==> src/rtl/panel_io.sv <==
// panel_io: front-panel key debounce with press/release pulses and a
// seven-segment driver with per-digit blank/blink and leading-zero suppression.
// Ports:
//   clk, reset (sync, active-high)
//   key_n -> key_level / key_press / key_release
//   hex_data, hex_blank, hex_blink, lz_en -> hex_seg (active-low gfedcba)
module panel_io #(
    parameter int N_KEYS     = 4,
    parameter int DEB_CYCLES = 16,
    parameter int N_DIGITS   = 6,
    parameter int BLINK_DIV  = 25000000
) (
    input  logic                  clk,
    input  logic                  reset,
    input  logic [N_KEYS-1:0]     key_n,
    output logic [N_KEYS-1:0]     key_level,
    output logic [N_KEYS-1:0]     key_press,
    output logic [N_KEYS-1:0]     key_release,
    input  logic [4*N_DIGITS-1:0] hex_data,
    input  logic [N_DIGITS-1:0]   hex_blank,
    input  logic [N_DIGITS-1:0]   hex_blink,
    input  logic                  lz_en,
    output logic [7*N_DIGITS-1:0] hex_seg
);

    localparam int CW = $clog2(DEB_CYCLES);
    localparam int BW = $clog2(BLINK_DIV);

    logic [N_KEYS-1:0] sync1;
    logic [N_KEYS-1:0] sync2;
    logic [CW-1:0]     cnt [N_KEYS];

    logic [BW-1:0]     bcnt;
    logic              phase;

    logic [N_DIGITS-1:0]   lz;
    logic [7*N_DIGITS-1:0] seg_next;

    function automatic logic [6:0] decode(input logic [3:0] nib);
        logic [6:0] s;
        case (nib)
            4'h0: s = 7'h40;
            4'h1: s = 7'h79;
            4'h2: s = 7'h24;
            4'h3: s = 7'h30;
            4'h4: s = 7'h19;
            4'h5: s = 7'h12;
            4'h6: s = 7'h02;
            4'h7: s = 7'h78;
            4'h8: s = 7'h00;
            4'h9: s = 7'h10;
            4'hA: s = 7'h08;
            4'hB: s = 7'h03;
            4'hC: s = 7'h46;
            4'hD: s = 7'h21;
            4'hE: s = 7'h06;
            default: s = 7'h0E;
        endcase
        return s;
    endfunction

    // Key path: sync2 is the synchronised pressed state; a change is
    // accepted only after DEB_CYCLES consecutive differing samples.
    always_ff @(posedge clk) begin
        if (reset) begin
            sync1       <= '0;
            sync2       <= '0;
            key_level   <= '0;
            key_press   <= '0;
            key_release <= '0;
            for (int k = 0; k < N_KEYS; k++) cnt[k] <= '0;
        end else begin
            sync1       <= ~key_n;
            sync2       <= sync1;
            key_press   <= '0;
            key_release <= '0;
            for (int k = 0; k < N_KEYS; k++) begin
                if (sync2[k] == key_level[k]) begin
                    cnt[k] <= '0;
                end else if (cnt[k] == CW'(DEB_CYCLES - 1)) begin
                    cnt[k]         <= '0;
                    key_level[k]   <= sync2[k];
                    key_press[k]   <= sync2[k];
                    key_release[k] <= ~sync2[k];
                end else begin
                    cnt[k] <= cnt[k] + CW'(1);
                end
            end
        end
    end

    // Blink timer; phase=1 is the visible half.
    always_ff @(posedge clk) begin
        if (reset) begin
            bcnt  <= '0;
            phase <= 1'b1;
        end else if (bcnt == BW'(BLINK_DIV - 1)) begin
            bcnt  <= '0;
            phase <= ~phase;
        end else begin
            bcnt <= bcnt + BW'(1);
        end
    end

    // Suppression runs from the top digit down and stops at the first
    // non-zero nibble; digit 0 always shows.
    always_comb begin
        logic z;
        lz = '0;
        z  = lz_en;
        for (int i = N_DIGITS - 1; i >= 1; i--) begin
            z     = z & (hex_data[4*i +: 4] == 4'h0);
            lz[i] = z;
        end
    end

    always_comb begin
        seg_next = '1;
        for (int i = 0; i < N_DIGITS; i++) begin
            if (hex_blank[i] || (hex_blink[i] && !phase) || lz[i])
                seg_next[7*i +: 7] = 7'h7F;
            else
                seg_next[7*i +: 7] = decode(hex_data[4*i +: 4]);
        end
    end

    always_ff @(posedge clk) begin
        if (reset) hex_seg <= '1;
        else       hex_seg <= seg_next;
    end

endmodule

==> config.mk <==
export PLATFORM = sky130hd
export DESIGN_NAME = panel_io
export DESIGN_NICKNAME = d
export VERILOG_FILES = /design/src/rtl/panel_io.sv
export SDC_FILE = /design/constraint.sdc
export NUM_CORES = 1
export LEC_CHECK = 0
export ABC_AREA = 1
export BUFFER_PORTS_ARGS = -buffer_cell sky130_fd_sc_hd__buf_2
export CORE_MARGIN = 3
export CORE_UTILIZATION = 50
export DETAILED_ROUTE_END_ITERATION = 16
export PLACE_DENSITY = 0.73
export SYNTH_ARGS = -nofsm -noshare
export SYNTH_HDL_FRONTEND = slang
export SYNTH_SLANG_ARGS = --single-unit
==> constraint.sdc <==
create_clock -name clk -period 2.45 [get_ports clk]
set_clock_uncertainty 0.05 [all_clocks]
set_input_delay 0.1225 -clock clk [delete_from_list [all_inputs] [get_ports clk]]
set_output_delay 0.1225 -clock clk [all_outputs]
set_load 0.05 [all_outputs]
== After elaboration in Yosys (flattened, before gate mapping) ==
Memory sizes are Yosys's and may differ from the RTL's. A register that Yosys moved wholly into a read port is not among the register bits.
Cells that the tools add are included.
Storage, ports and cells
  flip-flop bits (word level): 46
  latch bits: 0
  memory bits (writable): 16
  memory bits (read-only): 672
  input bits: 43
  logic and storage cells: 164
  memories kept: 7
Memory list
  (no name shown): depth 16, bits a word 7, rd ports 1, clocked after memory_dff 1, write ports 0, line 41  | case (nib)
  (no name shown): depth 16, bits a word 7, rd ports 1, clocked after memory_dff 1, write ports 0, line 41
  (no name shown): depth 16, bits a word 7, rd ports 1, clocked after memory_dff 1, write ports 0, line 41
  (no name shown): depth 16, bits a word 7, rd ports 1, clocked after memory_dff 1, write ports 0, line 41
  (no name shown): depth 16, bits a word 7, rd ports 1, clocked after memory_dff 1, write ports 0, line 41
  (no name shown): depth 16, bits a word 7, rd ports 1, clocked after memory_dff 1, write ports 0, line 41
  1 more memories
Operators by class
  add/subtract/negate cells: 5
  $mul: 0
  div/mod/pow operators: 0
  magnitude comparators: 0
  eq/ne operators: 9
  shift operators: 0
  multiplexer cells: 58
  bitwise gates (word level): 31
  reduce and logical (&&, ||, !) cells: 38
Operator list (number)
  $mux 4: 12
  $mux 1: 46
  $add 25x1->25 const B: 1
  $eq 25x25->1 const B: 1
  $logic_not 4->1: 5
  $add 4x1->4 const B: 4
  $eq 4x4->1 const B: 4
  $reduce_or 2->1: 7
  $not 1->1: 13
  $or 1x1->1: 12
  $reduce_or 3->1: 4
  $logic_or 1x1->1: 11
  $reduce_and 2->1: 4
  $logic_and 1x1->1: 6
  $and 1x1->1: 5
  $eq 1x1->1: 4
  $not 4->4: 1
  $logic_not 1->1: 1

== Longest topological paths before layout ==
  depth in word-level cells: 8
  gate-level depth with buffers: 9
  depth with buffers taken out: 9

== Worst setup path before layout ==
OpenSTA, ideal clock, no wires.
  path kind: register to register
  start point: register bcnt[0]
  end point: register bcnt[16]
  library setup time: 115 ps
  data arrival time: 1277 ps
  slack: 1008 ps
  cell stages (with the launch flop): 10
  path buffers: 1
  clock period less this slack: 1442 ps
  cells stage by stage: dfxtp_1 -> ha_1 -> nand2_2 -> nor2_4 -> nand3_1 -> nor2_2 -> nand2_2 -> nand2_4 -> buf_8 -> nor2_1
On the way
  longest elaborated chain between the ends: 2
RTL lines
  start: declaration: line 33  | logic [BW-1:0] bcnt;
  start signal: assignment: line 101  | bcnt <= bcnt + BW'(1);
  branches (longest 2 deep; another with $add 25x1->25)
Several ways; the timed one is not identified.
A chain may end at the register's enable or synchronous reset.

== Worst setup path in the final report ==
  start point: register phase
  end point: register hex_seg[19]
On the way
  longest elaborated chain between the ends: 5
RTL lines
  start: declaration: line 34  | logic phase;
  start signal: assignment: line 99  | phase <= ~phase;
  $logic_not 1->1: line 120  | if (hex_blank[i] || (hex_blink[i] && !phase) || lz[i])
  $logic_and 1x1->1: line 120
  $logic_or 1x1->1 (2 in series): line 120
  $reduce_or 2->1 (no line)
  end: declaration: line 23  | output logic [7*N_DIGITS-1:0] hex_seg
Every way passes these cells.

==> flow_metrics.tcl <==
set metrics [dict create \
    cts-htree-levels 3 \
    num_vias 4676 \
    clockBufferDepth 2 \
    status "finished clean" \
    grt_use_total 0.191 \
    totalPowerFinal_mw 3.47 \
    grt_max_degree 26 \
    drv_cap 0 \
    core_sq_um 9950 \
    finalHoldViolCount 0 \
    drc_errors 0 \
    initial_core_util 0.522 \
    power_density_nw_per_um2 562 \
    gr-total-overflow 0 \
    wl_per_cell_um 11.9 \
    cts_sinks 104 \
    antenna_cells 0 \
    cpPeakStageDelay_ps 660 \
    synth_seq_area_share 0.431 \
    setup_viol 0 \
    die-width_um 108 \
    cp_max_fo 7 \
    ios 97 \
    clk_latency_ps 370 \
    fmax_ghz 0.533 \
    pwr-share-clk 0.330 \
    final_layout_size_suffix_gt1_frac 0.163 \
    worst_pin_slew_ps 549 \
    crit_path_end_kind "register" \
    die_area_sq_um 11700 \
    ys.warnings.count 0 \
    combPwrFrac 0.146 \
    cts.reportedPaths.clkPinSlew_ps 110 \
    cts_buffers 9 \
    dr.pass1.iters 4 \
    worstPathCellList "inv_1 > a211oi_2 > dlygate4sd3_1 > nand3_1" \
    path_buf_inv 2 \
    slew_viol_final 0 \
    root_buffer "clkbuf_8" \
    rsz0062_at_grt "false" \
    syn_area_per_cell_sq_um 7.76 \
    final_util 0.620 \
    synthCells 670 \
    via_per_inst 5.02 \
    p_sw_frac 0.295 \
    nets 872 \
    cts_tree "done" \
    required_ps 2670 \
    syn-cell-area_sq_um 5200 \
    critPathKind "reg2reg" \
    cp_top_family "buffers and inverters" \
    nFillCells 890 \
    peakVddDrop_mv 0.410 \
    power.switching_mw 1.02 \
    dp_hpwl_um 8450 \
    ys_ff_latch 104 \
    fin_hold_ws_ps 26.2 \
    period_share 0.766 \
    arrival_ps 2090 \
    rows 36 \
    start_kind "register" \
    synth_cell_types 40 \
    max_slew_margin 0.633 \
    post_cts_resized 0 \
    drt_iter0_markers 202 \
    p_leak_nw 2.63 \
    grt_pass1_vias 4272 \
    internal-power_mw 2.45 \
    antenna_found_initial 0 \
    grt_pass1_wl_um 18200 \
    hold_class "in2reg" \
    slowest_stage "dlygate4sd3_1" \
    p_seq_frac 0.524 \
    wl_um 11100 \
    die_h_um 108 \
    gp_congestion 0.910 \
    postRouteAntennaNets 0 \
    period_needed_ps 1880 \
    setup_tns_ps 0 \
    area_delta_synth_final_pct 18.7 \
    port_buffers 96 \
]
==> synthesized netlist by cell type (all sizes together) <==
cell | instances | area, sq um
o21ai | 33 | 165
conb | 1 | 3.75
dfxtp | 88 | 1760
o221ai | 1 | 8.76
or2 | 1 | 6.26
clkbuf | 3 | 11.3
a211oi | 5 | 57.6
xnor2 | 7 | 61.3
nand4 | 6 | 43.8
nor3b | 1 | 12.5
a32oi | 1 | 8.76
o311ai | 3 | 26.3
nor2 | 106 | 415
nand2 | 148 | 571
o21a | 1 | 7.51
nor4 | 1 | 6.26
xor2 | 12 | 105
edfxtp | 16 | 480
inv | 75 | 282
a21oi | 31 | 155
ha | 36 | 450
nor4b | 1 | 8.76
buf | 10 | 78.8
a31oi | 2 | 12.5
o22ai | 2 | 12.5
and2 | 2 | 12.5
o2111ai | 7 | 61.3
nor3 | 7 | 35.0
nand3 | 57 | 295
o211ai | 6 | 45.0
==> per-layer routing <==
layer,track usage,part of all wire,wire length [um]
met1,0.227,0.44,4940
met2,0.338,0.48,5360
met3,0.0430,0.053,593
met4,0.0676,0.021,231
met5,0,0,0
==> flip-flops by register name, summed over array words and instances (netlist names) <==
signal and count:
bcnt 25, sync1 4, key_level 4, cnt 16, sync2 4, phase 1
key_release 4, hex_seg 42, key_press 4
==> layout make-up <==
class / instances / area, sq um / area share
Multi-Input combinational cell: 493 / 2640 / 0.428
Sequential cell: 104 / 2240 / 0.363
Timing Repair Buffer: 110 / 621 / 0.100
Inverter: 75 / 282 / 0.0456
Tap cell: 133 / 166 / 0.0269
Clock buffer: 9 / 124 / 0.0201
Clock inverter: 7 / 97.6 / 0.0158
==> logic make-up (layout without fill, tap and decap cells) <==
kind of cell,Yosys count,in the layout,share of synthesized area
xor gates and xnor gates,19,19,0.0320
other,1,16,0.000721
buffers and inverters,88,201,0.0714
DFF,104,104,0.431
AOI/OAI and AO/OA,92,92,0.108
and+or+nand+nor,330,330,0.270
adders and majority gates,36,36,0.0866
==> stage by stage <==
step / setup slack (ps) / std cells / area [sq um]
floorplan: 1010 / 685 / 5260
global placement: 888 / 901 / 5810
detailed placement: 808 / 901 / 5810
CTS: 568 / 931 / 6180
global route: 479 / 931 / 6180
finish: 573 / 931 / 6180
==> tightest hold or removal path, cell delays in order <==
cell and delay [ps]:
buf_2 140, o21ai_0 100, nand2_1 60
==> power groups by stage <==
stage	combinational (mW)	sequential [mW]	clock [mW]
after global routing	0.557	1.83	1.23
after global placement	0.479	1.86	0
after floorplan	0.217	2.00	0
after detailed placement	0.486	1.86	0
after CTS	0.506	1.82	1.18
final	0.507	1.82	1.15
==> path summary, 6_finish.rpt <==
kind                                           from                      to  slack, ps  cells past startpoint
worst max-delay path             phase$_SDFFE_PP1N_  hex_seg[19]$_SDFF_PP1_        570                      4
worst min-delay path                   hex_data[19]  hex_seg[32]$_SDFF_PP1_         30                      3
worst min register to register  sync1[1]$_SDFF_PP0_     sync2[1]$_SDFF_PP0_        360                      2
worst max register to register   phase$_SDFFE_PP1N_  hex_seg[19]$_SDFF_PP1_        570                      4
==> timing repair <==
action / in CTS / in global routing
setup buffers: 0 / 0
hold buffers: 14 / 0
endpoints found under the hold margin: 31 / 0
==> layout by cell type, fill, tap and decap left out, types with 16 or more instances in the layout <==
cell type,synthesis,final
nand2_1,144,144
nor2_1,101,101
buf_2,6,96
dfxtp_1,88,88
inv_1,75,75
nand3_1,55,55
ha_1,36,36
o21ai_0,33,33
a21oi_1,31,31
edfxtp_1,16,16
conb_1,1,16
(Power assumes the default switching activity.)
